$ cat config.mk
export PLATFORM = sky130hd
export DESIGN_NAME = ra_bist_ctl_2r1w_64x72
export DESIGN_NICKNAME = d
export VERILOG_FILES = /design/src/rtl/ra_bist_pkg.sv /design/src/rtl/ra_bist_ctl_2r1w_64x72_cmp_pipe.sv /design/src/rtl/ra_bist_ctl_2r1w_64x72.sv
export SDC_FILE = /design/constraint.sdc
export NUM_CORES = 1
export LEC_CHECK = 0
export CAP_MARGIN = 20
export CELL_PAD_IN_SITES_DETAIL_PLACEMENT = 1
export CELL_PAD_IN_SITES_GLOBAL_PLACEMENT = 1
export CORE_MARGIN = 1.5
export CORE_UTILIZATION = 24
export DETAILED_ROUTE_END_ITERATION = 6
export PLACE_DENSITY_LB_ADDON = 0.15
export SETUP_SLACK_MARGIN = 0.1
export SKIP_CTS_REPAIR_TIMING = 1
export SYNTH_ARGS = -nofsm -noshare
export SYNTH_HDL_FRONTEND = slang
export SYNTH_SLANG_ARGS = --single-unit
$ cat constraint.sdc
create_clock -name clk -period 2.6 [get_ports clk]
set_input_delay 0.26 -clock clk [delete_from_list [all_inputs] [get_ports clk]]
set_output_delay 0.26 -clock clk [all_outputs]
set_load 0.01 [all_outputs]
$ cat src/rtl/ra_bist_pkg.sv
// Shared constants, march-element helpers and FSM encoding for the 64x72 2R1W BIST controller.
package ra_bist_pkg;

    localparam int ADR_W = 6;
    localparam int DAT_W = 72;
    localparam int WORDS = 64;

    typedef enum logic [2:0] {M0 = 3'd0, M1, M2, M3, M4, M5} elem_e;

    typedef enum logic [2:0] {S_IDLE, S_M0, S_RD, S_WR, S_DRAIN, S_DONE} state_e;

    // M3..M5 walk the address space top-down.
    function automatic logic elem_down(elem_e e);
        return e inside {M3, M4, M5};
    endfunction

    // Read expects the inverted background in M2 and M4.
    function automatic logic rd_inv(elem_e e);
        return e inside {M2, M4};
    endfunction

    // Write data is the inverted background in M1 and M3.
    function automatic logic wr_inv(elem_e e);
        return e inside {M1, M3};
    endfunction

    function automatic logic [DAT_W-1:0] bg_sel(logic inv, logic [DAT_W-1:0] bg);
        return inv ? ~bg : bg;
    endfunction

endpackage

$ cat src/rtl/ra_bist_ctl_2r1w_64x72_cmp_pipe.sv
// Read-latency expect pipeline with dual-port compare and first-failure capture.
module ra_bist_cmp_pipe
    import ra_bist_pkg::*;
#(
    parameter int RD_LAT = 2
) (
    input  logic             clk,
    input  logic             reset_n,
    input  logic             clr_i,
    input  logic             push_i,
    input  logic [DAT_W-1:0] exp_i,
    input  logic [ADR_W-1:0] adr_i,
    input  logic [2:0]       elem_i,
    input  logic [DAT_W-1:0] rd_dat_0_i,
    input  logic [DAT_W-1:0] rd_dat_1_i,
    output logic             fail_o,
    output logic [ADR_W-1:0] fail_adr_o,
    output logic [2:0]       fail_elem_o,
    output logic [1:0]       fail_port_o
);

    logic [RD_LAT-1:0] vld_q;
    logic [DAT_W-1:0]  exp_q  [RD_LAT];
    logic [ADR_W-1:0]  adr_q  [RD_LAT];
    logic [2:0]        elem_q [RD_LAT];

    logic             fail_q;
    logic [ADR_W-1:0] fail_adr_q;
    logic [2:0]       fail_elem_q;
    logic [1:0]       fail_port_q;
    logic [1:0]       mis;

    // The oldest entry lines up with the returning read data.
    assign mis = {vld_q[RD_LAT-1] && (rd_dat_0_i != exp_q[RD_LAT-1]),
                  vld_q[RD_LAT-1] && (rd_dat_1_i != exp_q[RD_LAT-1])};

    always_ff @(posedge clk or negedge reset_n) begin
        if (!reset_n) begin
            vld_q <= '0;
            for (int k = 0; k < RD_LAT; k++) begin
                exp_q[k]  <= '0;
                adr_q[k]  <= '0;
                elem_q[k] <= '0;
            end
        end else begin
            vld_q[0]  <= push_i;
            exp_q[0]  <= exp_i;
            adr_q[0]  <= adr_i;
            elem_q[0] <= elem_i;
            for (int k = 1; k < RD_LAT; k++) begin
                vld_q[k]  <= vld_q[k-1];
                exp_q[k]  <= exp_q[k-1];
                adr_q[k]  <= adr_q[k-1];
                elem_q[k] <= elem_q[k-1];
            end
        end
    end

    always_ff @(posedge clk or negedge reset_n) begin
        if (!reset_n) begin
            fail_q      <= 1'b0;
            fail_adr_q  <= '0;
            fail_elem_q <= '0;
            fail_port_q <= '0;
        end else if (clr_i) begin
            fail_q      <= 1'b0;
            fail_adr_q  <= '0;
            fail_elem_q <= '0;
            fail_port_q <= '0;
        end else if (mis != 2'b00) begin
            fail_q <= 1'b1;
            if (!fail_q) begin
                fail_adr_q  <= adr_q[RD_LAT-1];
                fail_elem_q <= elem_q[RD_LAT-1];
                fail_port_q <= mis;
            end
        end
    end

    assign fail_o      = fail_q;
    assign fail_adr_o  = fail_adr_q;
    assign fail_elem_o = fail_elem_q;
    assign fail_port_o = fail_port_q;

endmodule

$ cat src/rtl/ra_bist_ctl_2r1w_64x72.sv
// March C- BIST sequencer driving the 64x72 2R1W array ports; outputs are all flops.
module ra_bist_ctl_2r1w_64x72
    import ra_bist_pkg::*;
#(
    parameter int               RD_LAT  = 2,
    parameter logic [DAT_W-1:0] DATA_BG = '0
) (
    input  logic             clk,
    input  logic             reset_n,
    input  logic             bist_start,
    output logic             bist_busy,
    output logic             bist_done,
    output logic             bist_fail,
    output logic [ADR_W-1:0] fail_adr,
    output logic [2:0]       fail_elem,
    output logic [1:0]       fail_port,
    output logic             rd_enb_0,
    output logic [ADR_W-1:0] rd_adr_0,
    input  logic [DAT_W-1:0] rd_dat_0,
    output logic             rd_enb_1,
    output logic [ADR_W-1:0] rd_adr_1,
    input  logic [DAT_W-1:0] rd_dat_1,
    output logic             wr_enb_0,
    output logic [ADR_W-1:0] wr_adr_0,
    output logic [DAT_W-1:0] wr_dat_0
);

    localparam logic [ADR_W-1:0] ADR_MAX = ADR_W'(WORDS - 1);

    state_e           state_q, state_d;
    elem_e            elem_q, elem_d, nelem;
    logic [ADR_W-1:0] adr_q, adr_d, nadr;
    logic [1:0]       dcnt_q, dcnt_d;
    logic             last, start_acc, wr_go, rd_go;

    logic             busy_q, done_q, rd_enb_q, wr_enb_q;
    logic [ADR_W-1:0] rd_adr_q, wr_adr_q;
    logic [DAT_W-1:0] wr_dat_q;

    // state/elem/adr always describe the operation currently on the ports.
    always_comb begin
        state_d   = state_q;
        elem_d    = elem_q;
        adr_d     = adr_q;
        dcnt_d    = dcnt_q;
        start_acc = 1'b0;
        last      = elem_down(elem_q) ? (adr_q == '0) : (adr_q == ADR_MAX);
        nadr      = elem_down(elem_q) ? adr_q - ADR_W'(1) : adr_q + ADR_W'(1);
        nelem     = elem_e'(elem_q + 3'd1);
        unique case (state_q)
            S_IDLE, S_DONE: begin
                if (bist_start) begin
                    start_acc = 1'b1;
                    state_d   = S_M0;
                    elem_d    = M0;
                    adr_d     = '0;
                end
            end
            S_M0: begin
                if (last) begin
                    state_d = S_RD;
                    elem_d  = M1;
                    adr_d   = '0;
                end else begin
                    adr_d = nadr;
                end
            end
            S_RD: begin
                if (elem_q != M5) begin
                    state_d = S_WR;
                end else if (last) begin
                    state_d = S_DRAIN;
                    dcnt_d  = '0;
                end else begin
                    adr_d = nadr;
                end
            end
            S_WR: begin
                state_d = S_RD;
                if (last) begin
                    elem_d = nelem;
                    adr_d  = elem_down(nelem) ? ADR_MAX : '0;
                end else begin
                    adr_d = nadr;
                end
            end
            S_DRAIN: begin
                if (dcnt_q == 2'(RD_LAT - 1)) state_d = S_DONE;
                else                          dcnt_d  = dcnt_q + 2'd1;
            end
            default: state_d = S_IDLE;
        endcase
        wr_go = state_d inside {S_M0, S_WR};
        rd_go = (state_d == S_RD);
    end

    always_ff @(posedge clk or negedge reset_n) begin
        if (!reset_n) begin
            state_q  <= S_IDLE;
            elem_q   <= M0;
            adr_q    <= '0;
            dcnt_q   <= '0;
            busy_q   <= 1'b0;
            done_q   <= 1'b0;
            rd_enb_q <= 1'b0;
            rd_adr_q <= '0;
            wr_enb_q <= 1'b0;
            wr_adr_q <= '0;
            wr_dat_q <= '0;
        end else begin
            state_q  <= state_d;
            elem_q   <= elem_d;
            adr_q    <= adr_d;
            dcnt_q   <= dcnt_d;
            busy_q   <= state_d inside {S_M0, S_RD, S_WR, S_DRAIN};
            done_q   <= (state_d == S_DONE);
            rd_enb_q <= rd_go;
            rd_adr_q <= rd_go ? adr_d : '0;
            wr_enb_q <= wr_go;
            wr_adr_q <= wr_go ? adr_d : '0;
            wr_dat_q <= wr_go ? bg_sel(wr_inv(elem_d), DATA_BG) : '0;
        end
    end

    ra_bist_cmp_pipe #(.RD_LAT(RD_LAT)) u_cmp (
        .clk         (clk),
        .reset_n     (reset_n),
        .clr_i       (start_acc),
        .push_i      (rd_enb_q),
        .exp_i       (bg_sel(rd_inv(elem_q), DATA_BG)),
        .adr_i       (rd_adr_q),
        .elem_i      (elem_q),
        .rd_dat_0_i  (rd_dat_0),
        .rd_dat_1_i  (rd_dat_1),
        .fail_o      (bist_fail),
        .fail_adr_o  (fail_adr),
        .fail_elem_o (fail_elem),
        .fail_port_o (fail_port)
    );

    assign bist_busy = busy_q;
    assign bist_done = done_q;
    assign rd_enb_0  = rd_enb_q;
    assign rd_enb_1  = rd_enb_q;
    assign rd_adr_0  = rd_adr_q;
    assign rd_adr_1  = rd_adr_q;
    assign wr_enb_0  = wr_enb_q;
    assign wr_adr_0  = wr_adr_q;
    assign wr_dat_0  = wr_dat_q;

endmodule
==> metrics <==
Filler cells=roughly 2000; Clock power frac=roughly 27%; Critical Path Start Type=register; Max transition margin=48.6%; Routed WL per cell=17.7 um; CTS Buf Count=9; post-synth top area cell=dfrtp_1; TritonCTS clock tree=built; failing checks=negative setup slack; Post-synth EDFFs=0; final setup violating endpoints=4; # IOs=254; synthesized flop and latch total=between 60 and 70; Post-Syn Instances=479; Synth top area share=38.2%; DIE AREA=0.0186 mm2; Tightest Pin Transition=~770 ps; Horiz. Die Dim=between 100 and 150 um; PD cells=585 mW/mm2; CP arrival=2930 ps; Setup WS post-layout=-69.1 ps; Root Driver=clkbuf_16; core footprint=about 0.017 mm2; Final TNS setup=-264 ps; Sink Count=65; fin crit share=103%; First DRT Iteration DRCs=101; Clk Latency, worst-skew pair=approximately 330 ps; register area share after synthesis=38.2%; Max Cap Viol=0; worst setup path category=register to register; Comb pwr share=43.9%; Avg Inst Size Synth=8.89 um2; part of the power in registers=approximately 29%; Syn. warnings=0; initial antenna violation count=0; vias=4413; Distinct cells, synth=58; first-pass GRT wire length=24.5 mm; final hold violations=0; Top FF cell, synth=dfrtp_1; htree depth=3; HP Class=primary input to async pin; final WL=about 17 mm; First-pass DRT Iterations=4; vias per cell=4.68; largest net degree at the start of global routing=73; Rows=48; Sw Pwr=approximately 0.0014 W; min cycle time layout=approximately 2700 ps; unrepaired setup endpoints after global routing=yes; ys async rst share=100%; # diodes=0; Final Slew Violations=0; VDD IR-drop max=~270 uV; outcome=finished with violations; Total Nets Final=873; syn nets=640; Crit Path Max Fanout=4; Register Area=0.00163 mm2; grt ovf=0; area delta synth->final=76.9%; # port buffers=253; GP Congestion=roughly 0.83; count leader, synth=buf_4; Die Ht=around 140 um; layout cell share with drive strength beyond 1=19.2%; crit end category=register; clk buf depth=2; Clock Skew=4.94 ps; Leakage=2.97 nW; WP data required=2860 ps; Post-Synthesis Cell Area=0.00426 mm2; most common library cells after synthesis=buf_4, dfrtp_1, nor2_1, nand2_1, nor3_1; Hold WS=5.31 ps; synth top area cells=dfrtp_1, buf_4, ha_1, nor2_1, nor3_1; Final ANT Viol Nets=0; Max Clk Rate=375 MHz; Pint=around 0.0030 W; switching portion of total power=32.2%; Multi-input gate area=0.00222 mm2; GR Util All Layers=17.0%; DRC viols=0; detailed placement HPWL=between 10 and 15 mm; clock slew at reported path FFs=60 ps; vias in the first global route=4575; Initial Util=24.6%
## layout make-up
type                            instances  area share [%]
Timing Repair Buffer                  312            40.2
Multi-Input combinational cell        306            29.4
Sequential cell                        65            21.6
Tap cell                              225            3.73
Clock buffer                           10            3.17
Inverter                               18           0.929
Clock inverter                          6           0.863
## critical path, cell delays in order, from the launching register on
cell	delay, ps
dfrtp_1	430
inv_2	110
ha_4	180
o21ai_4	180
nand2_2	110
inv_2	80
fa_1	430
or2_4	250
o311ai_4	280
o31a_1	170
a211oi_1	50
a31oi_1	180
nor2b_2	160
## state kept, by name (all words and copies together) (netlist names), 2 cells and up
| register | count |
|---|---|
| u_cmp.adr_q | 12 |
| adr_q | 6 |
| rd_adr_0 | 6 |
| u_cmp.elem_q | 6 |
| u_cmp.fail_adr_o | 6 |
| wr_adr_0 | 6 |
| elem_q | 3 |
| state_q | 3 |
| u_cmp.fail_elem_o | 3 |
| dcnt_q | 2 |
| u_cmp.exp_q | 2 |
| u_cmp.fail_port_o | 2 |
| u_cmp.vld_q | 2 |
## routing by layer
| metal | GRT usage (%) | routed length (um) | vias up | part of all wire [%] |
|---|---|---|---|---|
| met1 | 18.0 | 6320 | 2151 | 38 |
| met5 | 0 | 0 | - | 0 |
| met2 | 33.2 | 9190 | 126 | 55 |
| met4 | 5.97 | 370 | 0 | 2.2 |
| li1 | - | - | 2116 | - |
| met3 | 2.98 | 806 | 20 | 4.8 |
## cells in the final DEF, fill, tap and decap left out, drive strengths merged, types with 2 or more instances in the layout
| cell | synthesis | layout |
|---|---|---|
| clkdlybuf4s50 | 0 | 252 |
| dfrtp | 65 | 65 |
| buf | 84 | 59 |
| nor2 | 41 | 41 |
| nand2 | 32 | 32 |
| nor3 | 27 | 27 |
| nand3 | 25 | 25 |
| nand4 | 19 | 19 |
| nor4 | 19 | 19 |
| inv | 18 | 19 |
| or3 | 15 | 15 |
| or4 | 13 | 13 |
| ha | 13 | 13 |
| o21ai | 12 | 12 |
| clkbuf | 6 | 11 |
| mux2i | 10 | 10 |
| a21oi | 10 | 10 |
| a31oi | 8 | 8 |
| a211oi | 7 | 7 |
| o22ai | 6 | 6 |
| nor2b | 6 | 6 |
| a21o | 5 | 5 |
| or2 | 4 | 4 |
| mux2 | 4 | 4 |
| a22o | 3 | 3 |
| nand2b | 3 | 3 |
| clkinv | 0 | 3 |
| xor2 | 2 | 2 |
| xnor2 | 2 | 2 |
| o22a | 2 | 2 |
| a211o | 2 | 2 |
## cells by family after synthesis
kind of cell             Yosys count  share of synthesized area, %
AND/OR/NAND/NOR                  210                          25.9
buffers and inverters            108                          16.6
flip-flops                        65                          38.2
AO/OA/AOI/OAI                     64                          10.8
multiplexers                      14                          3.41
adder cells (fa/ha/maj)           14                          4.29
XOR/XNOR                           4                         0.822
## path summary, 6_finish.rpt
kind                                 startpoint                   to  slack [ps]  cells after the start
worst max register to register        elem_q[1]          wr_adr_0[1]         -70                     12
max in group asynchronous               reset_n         wr_dat_0[70]        1950                      2
worst max-delay path                  elem_q[1]          wr_adr_0[1]         -70                     12
worst min register to register  u_cmp.elem_q[5]      u_cmp.elem_q[2]         350                      0
worst min-delay path                    reset_n  u_cmp.fail_adr_o[2]           5                      1
min in group clk                u_cmp.elem_q[5]      u_cmp.elem_q[2]         350                      0
## stage by stage
step / setup slack, ps / instance area, um2 / utilization, % / power [W] / std cells
2_1_floorplan: 22.0 / 4280 / - / 0.00214 / 479
3_3_place_gp: -160 / 6820 / 39.4 / 0.00300 / 912
3_5_place_dp: -142 / 6820 / 39.4 / 0.00305 / 912
4_1_cts: -147 / 7120 / 41.2 / 0.00428 / 928
5_1_grt: -247 / 7540 / 43.6 / 0.00468 / 942
6_report: -69.1 / 7540 / 43.6 / 0.00441 / 942
## power by group through the flow
stage	clock network, W	logic [W]	registers [W]
after floorplan	0	0.000855	0.00128
after global placement	0	0.00173	0.00127
after detailed placement	0	0.00177	0.00128
after CTS	0.00124	0.00178	0.00126
after global routing	0.00129	0.00211	0.00129
final	0.00121	0.00193	0.00127
Power figures use the tool's default switching activity.
